### src/rtl/decode_execute_stage_pkg.sv
// Shared pipeline definitions for the D2E, E2M and M2W pipeline registers.
// Contents:
//   REG_ADDR_W - architectural register address width
//   ALU_OP_W   - ALU opcode width carried in the control bundle
//   pipe_st_e  - load-use stall FSM state
//   ctrl_t     - per-instruction control bundle (rw, mtr, mr, mw, alu_op)
package decode_execute_stage_pkg;

  localparam int unsigned REG_ADDR_W = 3;
  localparam int unsigned ALU_OP_W   = 5;

  typedef enum logic [0:0] {
    StRun     = 1'b0,
    StLuStall = 1'b1
  } pipe_st_e;

  typedef struct packed {
    logic                rw;   // register write
    logic                mtr;  // memory to register
    logic                mr;   // memory read
    logic                mw;   // memory write
    logic [ALU_OP_W-1:0] alu_op;
  } ctrl_t;

endpackage

### src/rtl/load_use_detect.sv
// Combinational load-use hazard detector.
// Flags when the instruction in Decode reads a register that the load
// currently in Execute will only produce after the Memory stage.
// Ports:
//   e_valid, e_mtr, e_rw, e_dest  - instruction in Execute
//   d_valid, d_src1/2, d_use_src1/2 - instruction in Decode
//   lu                            - hazard present
module load_use_detect
  import decode_execute_stage_pkg::*;
(
  input  logic                  e_valid,
  input  logic                  e_mtr,
  input  logic                  e_rw,
  input  logic [REG_ADDR_W-1:0] e_dest,
  input  logic                  d_valid,
  input  logic [REG_ADDR_W-1:0] d_src1,
  input  logic [REG_ADDR_W-1:0] d_src2,
  input  logic                  d_use_src1,
  input  logic                  d_use_src2,
  output logic                  lu
);

  logic hit1;
  logic hit2;

  assign hit1 = d_use_src1 & (d_src1 == e_dest);
  assign hit2 = d_use_src2 & (d_src2 == e_dest);
  assign lu   = e_valid & e_mtr & e_rw & d_valid & (hit1 | hit2);

endmodule

### src/rtl/decode_execute_stage.sv
// Decode -> Execute pipeline register with load-use hazard handling.
// Captures Decode operands/controls each edge and presents them as e_*.
// Inserts one bubble per load-use hazard and stalls Fetch/Decode for it.
// Ports:
//   clk, rst_n          - clock, async active-low reset
//   mem_hold            - freeze this register and Fetch/Decode
//   flush               - kill the instruction entering Execute
//   d_*                 - Decode-stage instruction fields
//   e_*                 - registered Execute-stage copies
//   stall_fd            - hold PC and the F/D register this cycle
//   bubble              - a bubble is inserted on this edge
//   stall_cnt           - saturating count of load-use bubbles
module decode_execute_stage
  import decode_execute_stage_pkg::*;
#(
  parameter int unsigned DATA_W = 16,
  parameter int unsigned PC_W   = 32,
  parameter int unsigned OP_W   = ALU_OP_W,  // must equal ALU_OP_W
  parameter int unsigned CNT_W  = 16
) (
  input  logic                  clk,
  input  logic                  rst_n,
  input  logic                  mem_hold,
  input  logic                  flush,
  input  logic                  d_valid,
  input  logic [REG_ADDR_W-1:0] d_src1,
  input  logic [REG_ADDR_W-1:0] d_src2,
  input  logic [REG_ADDR_W-1:0] d_dest,
  input  logic                  d_use_src1,
  input  logic                  d_use_src2,
  input  logic                  d_rw,
  input  logic                  d_mtr,
  input  logic                  d_mr,
  input  logic                  d_mw,
  input  logic [OP_W-1:0]       d_alu_op,
  input  logic [DATA_W-1:0]     d_rdata1,
  input  logic [DATA_W-1:0]     d_rdata2,
  input  logic [DATA_W-1:0]     d_imm,
  input  logic [PC_W-1:0]       d_pc,
  output logic                  e_valid,
  output logic [REG_ADDR_W-1:0] e_src1,
  output logic [REG_ADDR_W-1:0] e_src2,
  output logic [REG_ADDR_W-1:0] e_dest,
  output logic                  e_rw,
  output logic                  e_mtr,
  output logic                  e_mr,
  output logic                  e_mw,
  output logic [OP_W-1:0]       e_alu_op,
  output logic [DATA_W-1:0]     e_rdata1,
  output logic [DATA_W-1:0]     e_rdata2,
  output logic [DATA_W-1:0]     e_imm,
  output logic [PC_W-1:0]       e_pc,
  output logic                  stall_fd,
  output logic                  bubble,
  output logic [CNT_W-1:0]      stall_cnt
);

  pipe_st_e state_q, state_d;

  logic                  e_valid_q;
  ctrl_t                 e_ctrl_q;
  ctrl_t                 d_ctrl;
  logic [REG_ADDR_W-1:0] e_src1_q, e_src2_q, e_dest_q;
  logic [DATA_W-1:0]     e_rdata1_q, e_rdata2_q, e_imm_q;
  logic [PC_W-1:0]       e_pc_q;
  logic [CNT_W-1:0]      stall_cnt_q;

  logic lu;
  logic load;        // register bank captures d_* this edge
  logic ctrl_clear;  // captured instruction becomes a bubble
  logic cnt_inc;

  load_use_detect u_load_use_detect (
    .e_valid    (e_valid_q),
    .e_mtr      (e_ctrl_q.mtr),
    .e_rw       (e_ctrl_q.rw),
    .e_dest     (e_dest_q),
    .d_valid    (d_valid),
    .d_src1     (d_src1),
    .d_src2     (d_src2),
    .d_use_src1 (d_use_src1),
    .d_use_src2 (d_use_src2),
    .lu         (lu)
  );

  // Control bits only survive for a real instruction.
  always_comb begin
    d_ctrl        = '0;
    d_ctrl.alu_op = ALU_OP_W'(d_alu_op);
    if (d_valid) begin
      d_ctrl.rw  = d_rw;
      d_ctrl.mtr = d_mtr;
      d_ctrl.mr  = d_mr;
      d_ctrl.mw  = d_mw;
    end
  end

  always_comb begin
    state_d    = state_q;
    load       = 1'b1;
    ctrl_clear = 1'b0;
    cnt_inc    = 1'b0;
    stall_fd   = 1'b0;
    bubble     = 1'b0;
    if (mem_hold) begin
      load     = 1'b0;
      stall_fd = 1'b1;
    end else if (flush) begin
      ctrl_clear = 1'b1;
      bubble     = 1'b1;
      state_d    = StRun;
    end else if ((state_q == StRun) && lu) begin
      ctrl_clear = 1'b1;
      bubble     = 1'b1;
      stall_fd   = 1'b1;
      cnt_inc    = 1'b1;
      state_d    = StLuStall;
    end else begin
      // In LuStall the load has moved on; forwarding covers the consumer.
      state_d = StRun;
    end
  end

  always_ff @(posedge clk or negedge rst_n) begin
    if (!rst_n) begin
      state_q    <= StRun;
      e_valid_q  <= 1'b0;
      e_ctrl_q   <= '0;
      e_src1_q   <= '0;
      e_src2_q   <= '0;
      e_dest_q   <= '0;
      e_rdata1_q <= '0;
      e_rdata2_q <= '0;
      e_imm_q    <= '0;
      e_pc_q     <= '0;
    end else begin
      state_q <= state_d;
      if (load) begin
        e_valid_q     <= d_valid & ~ctrl_clear;
        e_ctrl_q      <= d_ctrl;
        e_src1_q      <= d_src1;
        e_src2_q      <= d_src2;
        e_dest_q      <= d_dest;
        e_rdata1_q    <= d_rdata1;
        e_rdata2_q    <= d_rdata2;
        e_imm_q       <= d_imm;
        e_pc_q        <= d_pc;
        if (ctrl_clear) begin
          e_ctrl_q.rw  <= 1'b0;
          e_ctrl_q.mtr <= 1'b0;
          e_ctrl_q.mr  <= 1'b0;
          e_ctrl_q.mw  <= 1'b0;
        end
      end
    end
  end

  always_ff @(posedge clk or negedge rst_n) begin
    if (!rst_n) begin
      stall_cnt_q <= '0;
    end else if (cnt_inc && (stall_cnt_q != {CNT_W{1'b1}})) begin
      stall_cnt_q <= stall_cnt_q + 1'b1;
    end
  end

  assign e_valid   = e_valid_q;
  assign e_src1    = e_src1_q;
  assign e_src2    = e_src2_q;
  assign e_dest    = e_dest_q;
  assign e_rw      = e_ctrl_q.rw;
  assign e_mtr     = e_ctrl_q.mtr;
  assign e_mr      = e_ctrl_q.mr;
  assign e_mw      = e_ctrl_q.mw;
  assign e_alu_op  = OP_W'(e_ctrl_q.alu_op);
  assign e_rdata1  = e_rdata1_q;
  assign e_rdata2  = e_rdata2_q;
  assign e_imm     = e_imm_q;
  assign e_pc      = e_pc_q;
  assign stall_cnt = stall_cnt_q;

endmodule

### config.mk
export PLATFORM = sky130hd
export DESIGN_NAME = decode_execute_stage
export DESIGN_NICKNAME = d
export VERILOG_FILES = /design/src/rtl/decode_execute_stage_pkg.sv /design/src/rtl/load_use_detect.sv /design/src/rtl/decode_execute_stage.sv
export SDC_FILE = /design/constraint.sdc
export NUM_CORES = 1
export LEC_CHECK = 0
export ABC_AREA = 1
export CAP_MARGIN = 20
export CORE_MARGIN = 10
export CORE_UTILIZATION = 42
export DETAILED_ROUTE_END_ITERATION = 8
export GPL_TIMING_DRIVEN = 0
export PLACE_DENSITY = 0.9
export SYNTH_ARGS = -nofsm -noshare
export SYNTH_HDL_FRONTEND = slang
export SYNTH_HIERARCHICAL = 1
export SYNTH_SLANG_ARGS = --single-unit
### constraint.sdc
create_clock -name clk -period 2.3 [get_ports clk]
set_input_delay 0.46 -clock clk [delete_from_list [all_inputs] [get_ports clk]]
set_output_delay 0.46 -clock clk [all_outputs]
set_load 0.01 [all_outputs]
Word-level counts from Yosys, hierarchy flattened
Cells that the tools add are included.

Output and inout bits: 117. Logic and storage cells: 39. Input bits: 105. Flip-flop bits (word level): 116.

Multiplexer cells: 8. Add/subtract/negate cells: 1. Equality and inequality tests: 3. Reduce and logical (&&, ||, !) cells: 2. Bitwise operators: 10.

Operators by type and width (number): adder 16 x 1 -> 16 bit, second input constant (1); inequality test 16 bit, second input constant (1); 2-to-1 mux 4 bit (2); AND 1 bit (7); == test 3 bit (2); 2-to-1 mux 1 bit (6); logical AND 1 bit (2); inverter 1 bit (2); bitwise OR 1 bit (1).

Logic depth before layout (Yosys ltp)
Gate-level depths: netlist of the first run.

Depth in word-level cells: 10. Gate-level depth with buffers: 14. Mapped depth without buffers: 13.

Hierarchy
Netlist of the first run, hierarchy kept.

By module, submodules not included: decode_execute_stage (cells each 584, sequential area each 2902.8 um2, times used 1, area an instance 4799.6 um2); load_use_detect (cells each 34, sequential area each 0.0 um2, times used 1, area an instance 137.6 um2).

Worst setup path after synthesis of the first run
Ideal clock, no wire load.

Kind: input -> register. From: in d_src2[1]. To: reg stall_cnt_q[7], in the netlist stall_cnt[7]. Data required time: 2.183 ns. Library setup time: 0.117 ns. Cell stages on the path: 13. Data arrival time: 1.655 ns. Path buffers: 0. Setup slack: 0.528 ns. Cells stage by stage: inv_1 > nand2_1 > nand2_1 > nor2_2 > nand2_1 > a21oi_2 > inv_1 > nor2_1 > nand3_1 > nor2_1 > nand3_1 > nand2_1 > nand2_1.

Word-level cells in the longest chain between the ends: 9.

Ends and longest elaborated chain: start, declared (RTL line decode_execute_stage.sv:27) `input logic [REG_ADDR_W-1:0] d_src2,`; == test 3 bit (RTL line load_use_detect.sv:27) `assign hit2 = d_use_src2 & (d_src2 == e_dest);`; AND 1 bit (RTL line load_use_detect.sv:27); bitwise OR 1 bit (RTL line load_use_detect.sv:28) `assign lu = e_valid & e_mtr & e_rw & d_valid & (hit1 | hit2);`; AND 1 bit (RTL line load_use_detect.sv:28); named net lu (RTL line decode_execute_stage.sv:68) `logic lu;`; logical AND 1 bit (RTL line decode_execute_stage.sv:112) `end else if ((state_q == StRun) && lu) begin`; 2-to-1 mux 1 bit (RTL line decode_execute_stage.sv:112); 2-to-1 mux 1 bit (RTL line decode_execute_stage.sv:108) `end else if (flush) begin`; 2-to-1 mux 1 bit (RTL line decode_execute_stage.sv:105) `if (mem_hold) begin`; logical AND 1 bit (RTL line decode_execute_stage.sv:161) `end else if (cnt_inc && (stall_cnt_q != {CNT_W{1'b1}})) begin`; end signal, assigned (RTL line decode_execute_stage.sv:162) `stall_cnt_q <= stall_cnt_q + 1'b1;`; end, declared (RTL line decode_execute_stage.sv:66) `logic [CNT_W-1:0] stall_cnt_q;`.

The timed path passes the listed nets, and every way through them passes these cells. A chain may end at the register's enable or synchronous reset.

Final worst setup path of the first run
From: reg e_dest_q[1], in the netlist e_dest[1]. To: out stall_fd.

Word-level cells in the longest chain between the ends: 8. Elaborated cells on any way between the ends: 10. Classes of those cells: eq/ne: 2; mux: 3; bitwise: 4; reduce/logical: 1.

Ends and longest elaborated chain: start, declared (RTL line decode_execute_stage.sv:63) `logic [REG_ADDR_W-1:0] e_src1_q, e_src2_q, e_dest_q;`; start signal, assigned (RTL line decode_execute_stage.sv:143) `e_dest_q <= d_dest;`; == test 3 bit, on equally long branches (RTL line load_use_detect.sv:26, load_use_detect.sv:27); AND 1 bit, on equally long branches (RTL line load_use_detect.sv:26, load_use_detect.sv:27); bitwise OR 1 bit (*) (RTL line load_use_detect.sv:28); AND 1 bit (*) (RTL line load_use_detect.sv:28); named net lu (RTL line decode_execute_stage.sv:68); logical AND 1 bit (*) (RTL line decode_execute_stage.sv:112); 2-to-1 mux 1 bit (*) (RTL line decode_execute_stage.sv:112); 2-to-1 mux 1 bit (*) (RTL line decode_execute_stage.sv:108); 2-to-1 mux 1 bit (*) (RTL line decode_execute_stage.sv:105); end, declared (RTL line decode_execute_stage.sv:53) `output logic stall_fd,`.

The timed path passes the listed nets; every way through them passes the cells marked *.

==> results of run 1 <==
cells in the mapped netlist:
| master | instances |
|---|---|
| nand2_4 | 2 |
| xnor2_1 | 3 |
| o21ai_0 | 9 |
| nand4_1 | 9 |
| nor2_2 | 3 |
| buf_2 | 3 |
| inv_1 | 29 |
| ha_1 | 1 |
| clkinv_2 | 1 |
| nor2_1 | 24 |
| a21oi_2 | 1 |
| clkbuf_1 | 14 |
| dfrtp_1 | 116 |
| nor2_4 | 1 |
| buf_1 | 4 |
| nand2_2 | 7 |
| nand3_1 | 13 |
| nand2_1 | 371 |
| nand3b_1 | 2 |
| inv_2 | 4 |
| buf_8 | 1 |
critical path: cells and delay by family (launching register included):
family,cells,cell delay (ns)
AND/OR/NAND/NOR,7,0.52
flip-flops,1,0.39
buffers and inverters,3,0.26
AO/OA/AOI/OAI,1,0.15
path summary, 6_finish.rpt:
path | from | endpoint | slack [ns] | depth (start not counted)
hold / removal | d_src2[0] | e_src2[0] | 0.41 | 3
hold reg to reg | e_pc[5] | e_pc[5] | 0.47 | 2
min in group asynchronous | rst_n | stall_cnt[12] | 0.55 | 2
setup / recovery | e_dest[1] | stall_fd | 0.1 | 11
setup reg to reg | e_dest[1] | stall_cnt[15] | 0.28 | 13
max in group asynchronous | rst_n | e_pc[10] | 1.05 | 3
per-stage QoR:
step                utilization (%)  worst slack (ns)  hold slack [ns]  cells  cell area [um2]
global route                  69.09          -0.05612           0.4211   1013             7923
finish                        69.09           0.09744           0.4100   1013             7923
detailed placement            64.16           -0.5078           0.4159    983             7357
global placement              63.91            -3.756           0.4610    982             7328
CTS                           68.94           0.07873           0.3848   1012             7905
floorplan                         -            0.5276           0.1644    618             4937
cells by family after synthesis:
kind of cell    Yosys count
simple gates            432
compound gates           10
flops                   116
xor+xnor                  3
fa+ha+maj                 1
buf+inv                  56
power groups by stage:
stage	Combinational (W)	Clock [W]	Sequential, W
after floorplan	0.000199	0	0.00239
after global placement	0.000887	0	0.00232
after detailed placement	0.000911	0	0.00232
after CTS	0.000914	0.00246	0.00229
after global routing	0.000986	0.00255	0.00231
final	0.000903	0.00242	0.00230
what timing repair did:
action                                  CTS  global route
hold endpoints to repair                 45             0
endpoints found under the setup margin    2             3
setup buffers                             0             1
hold buffers                              1             0
pin swaps                                 2             1
gates cloned                              0             0
resized for setup                        17             4
registers in the layout, indices dropped and copies added (netlist names), 3 cells and up:
signal     cells
e_imm         16
stall_cnt     16
e_alu_op       5
e_rdata2      16
e_src1         3
e_dest         3
e_rdata1      16
e_pc          32
e_src2         3
layout make-up:
type	instances	share of cell area, %
multi-input combinational	446	22.96
clock buffer	22	6.112
clock inverter	6	0.6949
timing repair buffer	224	28.46
buffer	22	1.232
inverter	34	1.627
tap	143	2.258
sequential	116	36.66
layer usage:
metal / GRT usage (%) / vias up
met2: 33.32 / 169
met5: 0 / -
li1: - / 2352
met1: 20.97 / 2178
met4: 8.079 / 0
met3: 9.446 / 27
==> results.py, run 1 <==
metrics = {
    "routing": {
        "drt_iter0_drc": 234,
        "first_pass_iters": 4,
        "wirelength_mm": 16.20,
        "topRoutingLayerUsed": "met4",
        "ant_nets": 0,
        "drc": 0,
        "vias": 4726,
        "avgRoutedWirePerCell_um": 16.00,
        "met1_length_mm": 6.141,
        "route.met3.wl_mm": 1.555,
        "wl_met2_mm": 8.116,
        "vias_per_cell": 4.665,
    },
    "worst_setup_path": {
        "cp-start-kind": "flip-flop",
        "critPathMaxStageDelay_ns": 0.39,
        "crit_arrival_ns": 1.74,
        "cp_data_required_time_ns": 1.84,
        "crit_fanout": 4,
        "crit_type": "reg -> out",
        "path_cells": "inv_1 > nand2_1 > nand2_1 > nor2_1 > nand2_1 > a21oi_2 > inv_2 > nor2_4 > nand2_1 > nand2_1 > buf_6",
        "end_kind": "output pin",
        "slowest_stage": "dfrtp_1",
        "crit_path_frequent_cell": "nand2_1",
    },
    "logic_synthesis": {
        "yosysWarnings": 6,
        "synthSimpleGateAreaFrac_pct": 34.74,
        "synth_area_leader_cell": "dfrtp_1",
        "yosys-top-cells-area": "dfrtp_1 (59%), nand2_1 (28%), inv_1 (2.2%), nor2_1 (1.8%), nand3_1 (1.3%)",
        "syn_area_per_cell_um2": 7.989,
        "synth_xor_area_share_pct": 0.5322,
        "yosysTopAreaCellShare_pct": 58.79,
        "synth_cell_type_count": 21,
        "syn-num-nets": 724,
        "synthAdderAreaFrac_pct": 0.2534,
        "ys_ff_latch": 116,
        "synth_mux_area_share_pct": 0,
        "synth_top_family_by_area": "simple AND/OR/NAND/NOR gates",
        "syn_inst": 618,
        "ys_seq_area_share_pct": 58.79,
        "synth_area_um2": 4937,
        "synth_compound_area_share_pct": 1.090,
    },
    "sta": {
        "min_period_ns": 2.203,
        "rsz0062_at_grt": "true",
        "slew_violations": 0,
        "hold_viol": 0,
        "period_share_pct": 95.76,
        "skew_ns": 0.007597,
        "worstMarginPinSlew_ns": 0.6099,
        "max_slew_margin_pct": 59.34,
        "finalSetupViolCount": 0,
        "fmax_mhz": 454.0,
        "tns_ns": 0,
    },
    "power": {
        "p_leak_nw": 3.897,
        "switchingPower_w": 0.001355,
        "swShare_pct": 24.12,
        "power.internal_w": 0.004262,
        "pwr-share-comb_pct": 16.1,
        "total_power_w": 0.005617,
        "pwr-share-clk_pct": 43.1,
        "p_per_area_nw_per_um2": 708.9,
        "vdd_drop_max_mv": 0.6339,
        "power_frac_seq_pct": 40.9,
    },
    "floorplanning": {
        "die_w_um": 128.4,
        "ioPinCount": 222,
        "core_area_um2": 11470,
        "initial_utilization_pct": 43.06,
        "die_area_um2": 16490,
        "row_count": 39,
        "die_h_um": 128.4,
    },
    "finish": {
        "final_common_cell": "nand2_1",
        "seqCellArea_um2": 2904,
        "area_delta_synth_final_pct": 60.47,
        "n_fill_cell": 891,
        "fin_nets": 967,
        "multi_input_area_um2": 1819,
        "antennaDiodeCount": 0,
        "final_cell_mix": "nand2_1 (371), clkdlybuf4s50_1 (213), dfrtp_1 (115)",
        "final_layout_size_suffix_gt1_share_pct": 6.782,
    },
    "global_routing": {
        "grt_pass1_vias": 4907,
        "grt_pass1_wl_mm": 25.65,
        "grt_start_max_net_pins": 72,
        "gr-usage-all-layers_pct": 19.81,
        "gr-total-overflow": 0,
        "antenna_found_initial": 0,
    },
    "placement": {
        "io_buffers": 221,
        "gp_congestion": 0.8841,
        "dp_hpwl_mm": 12.20,
    },
    "cts": {
        "cts_root_buf": "clkbuf_16",
        "cts_max_path_buffers": 2,
        "cts_made_buffers": 17,
        "clk_latency_ns": 0.41,
        "clk_pin_slew_ns": 0.05,
        "clock-sinks": 116,
        "cts_max_level": 4,
        "cts_tree": "done",
    },
    "outcome": {
        "status": "complete, no violations",
    },
    "hold_path": {
        "worstHoldPathType": "in -> reg",
    },
    "job": {
        "maxCapViolCount": 0,
    },
}
Note: power is estimated with default switching activity, not from simulation.
==> run 2: changes to the inputs <==
--- a/config.mk
+++ b/config.mk
@@ -11,7 +11,7 @@
 export CORE_UTILIZATION = 42
 export DETAILED_ROUTE_END_ITERATION = 8
 export GPL_TIMING_DRIVEN = 0
-export PLACE_DENSITY = 0.9
+export PLACE_DENSITY = 0.81
 export SYNTH_ARGS = -nofsm -noshare
 export SYNTH_HDL_FRONTEND = slang
 export SYNTH_HIERARCHICAL = 1
==> results.py, run 2 (synthesis results as in run 1) <==
metrics = {
    "cts": {
        "clk_latency_ns": 0.41,
        "cts_tree": "done",
        "cts_max_level": 4,
        "cts_root_buf": "clkbuf_16",
        "clk_pin_slew_ns": 0.05,
        "cts_max_path_buffers": 2,
        "clock-sinks": 116,
        "cts_made_buffers": 17,
    },
    "finish": {
        "area_delta_synth_final_pct": 62.77,
        "fin_cells": 1018,
        "largest_reg_flops": 32,
        "final_cell_mix": "nand2_1 (371), clkdlybuf4s50_1 (212), dfrtp_1 (114)",
        "fin_nets": 968,
        "antennaDiodeCount": 0,
        "final_common_cell": "nand2_1",
        "n_fill_cell": 914,
        "final_layout_size_suffix_gt1_share_pct": 8.229,
    },
    "worst_setup_path": {
        "crit_buf_inv": 2,
        "crit_type": "reg -> out",
        "crit_fanout": 4,
        "cp-start-kind": "flip-flop",
        "r2r-start": "e_dest[1]",
        "cp_data_required_time_ns": 1.84,
        "critPathMaxStageDelay_ns": 0.41,
        "crit_arrival_ns": 1.74,
        "path_cells": "nand2_1 > nand2_1 > nor2_2 > nand2_1 > a21oi_2 > inv_2 > nor2_4 > nand2_1 > nand2_1 > buf_6",
        "end_kind": "output pin",
        "r2r_cells": 14,
        "r2r-end": "stall_cnt[2]",
        "cp_top_family": "simple AND/OR/NAND/NOR gates",
        "reg2reg_slack_ns": 0.24,
        "crit_path_frequent_cell": "nand2_1",
        "slowest_stage": "dfrtp_1",
    },
    "routing": {
        "vias": 4884,
        "vias_per_cell": 4.798,
        "drc": 0,
        "ant_nets": 0,
        "first_pass_iters": 5,
        "wirelength_mm": 17.09,
        "avgRoutedWirePerCell_um": 16.79,
        "drt_iter0_drc": 397,
    },
    "sta": {
        "slew_violations": 0,
        "period_share_pct": 95.67,
        "worstMarginPinSlew_ns": 0.5924,
        "max_slew_margin_pct": 60.51,
        "tns_ns": 0,
        "skew_ns": 0.008317,
        "min_period_ns": 2.200,
        "worst_hold_slack_ns": -0.0004702,
        "rsz0062_at_grt": "true",
        "fmax_mhz": 454.5,
        "hold_viol": 2,
        "finalSetupViolCount": 0,
    },
    "placement": {
        "dp_hpwl_mm": 13.05,
        "gp_congestion": 0.9038,
        "dp_cells": 983,
        "io_buffers": 221,
    },
    "power": {
        "p_per_area_nw_per_um2": 737.7,
        "pwr-share-clk_pct": 46.0,
        "swShare_pct": 24.34,
        "vdd_drop_max_mv": 0.5004,
        "p_leak_nw": 3.943,
        "switchingPower_w": 0.001443,
        "power.internal_w": 0.004486,
        "total_power_w": 0.005928,
        "power_frac_seq_pct": 38.7,
        "pwr-share-comb_pct": 15.3,
    },
    "global_routing": {
        "grt_start_max_net_pins": 66,
        "grt_pass1_wl_mm": 26.50,
        "gr-total-overflow": 0,
        "grt_pass1_vias": 5173,
        "gr-usage-all-layers_pct": 20.38,
        "antenna_found_initial": 1,
    },
    "floorplanning": {
        "core_area_um2": 11470,
        "row_count": 39,
        "ioPinCount": 222,
        "die_h_um": 128.4,
        "die_area_um2": 16490,
        "die_w_um": 128.4,
        "initial_utilization_pct": 43.06,
    },
    "outcome": {
        "failed_checks": "hold timing",
        "status": "complete, but fails checks",
    },
    "job": {
        "maxCapViolCount": 0,
    },
    "hold_path": {
        "worstHoldPathType": "in -> async",
    },
}
-- run 2: per-layer routing --
metal	share of wire [%]	vias up	global-route usage [%]
met4	2.4	2	8.675
li1	-	2357	-
met3	9.7	36	8.994
met1	37	2301	21.53
met5	0.11	-	0
met2	51	188	34.67
-- run 2: through the flow --
step	utilization (%)	setup slack [ns]	cell area (um2)
after floorplan	-	0.5276	4937
after global placement	63.91	-3.638	7328
after detailed placement	64.16	-0.5579	7357
after CTS	69.71	-0.008941	7994
after global routing	70.08	-0.02092	8036
final	70.08	0.09965	8036
-- run 2: worst max path at each step --
stage | from | endpoint | slack, ns | cells after the start
floorplan | d_src2[1] | stall_cnt[7] | 0.53 | 13
global placement | rst_n | e_pc[19] | -3.64 | 1
detailed placement | d_src2[1] | bubble | -0.56 | 12
CTS | d_src2[0] | bubble | -0.009 | 12
global route | e_dest[1] | stall_fd | -0.02 | 11
finish | e_dest[1] | stall_fd | 0.1 | 10
-- run 2: power groups by stage --
| stage | logic, W | clock network [W] | registers, W |
|---|---|---|---|
| 5_1_grt | 0.000990 | 0.00287 | 0.00231 |
| 3_3_place_gp | 0.000890 | 0 | 0.00232 |
| 2_1_floorplan | 0.000199 | 0 | 0.00239 |
| 3_5_place_dp | 0.000916 | 0 | 0.00232 |
| 4_1_cts | 0.000920 | 0.00277 | 0.00229 |
| 6_report | 0.000908 | 0.00273 | 0.00229 |
-- run 2: final cells by class --
cell class	instances	area, um2	share of cell area, %
repair buffers	225	2266	28.20
plain buffers	22	98.84	1.230
inverters	34	128.9	1.604
multi-input cells	446	1839	22.89
well taps	143	178.9	2.226
clock buffers	20	466.7	5.807
flip-flops and latches	116	2905	36.15
clock inverters	12	152.6	1.899
-- run 2: timing repair --
action | 4_1_cts | 5_1_grt
setup buffers | 2 | 1
endpoints found under the hold margin | 0 | 0
hold buffers | 0 | 0
resized for setup | 17 | 14
setup endpoints to repair | 2 | 18
pin swaps | 1 | 1
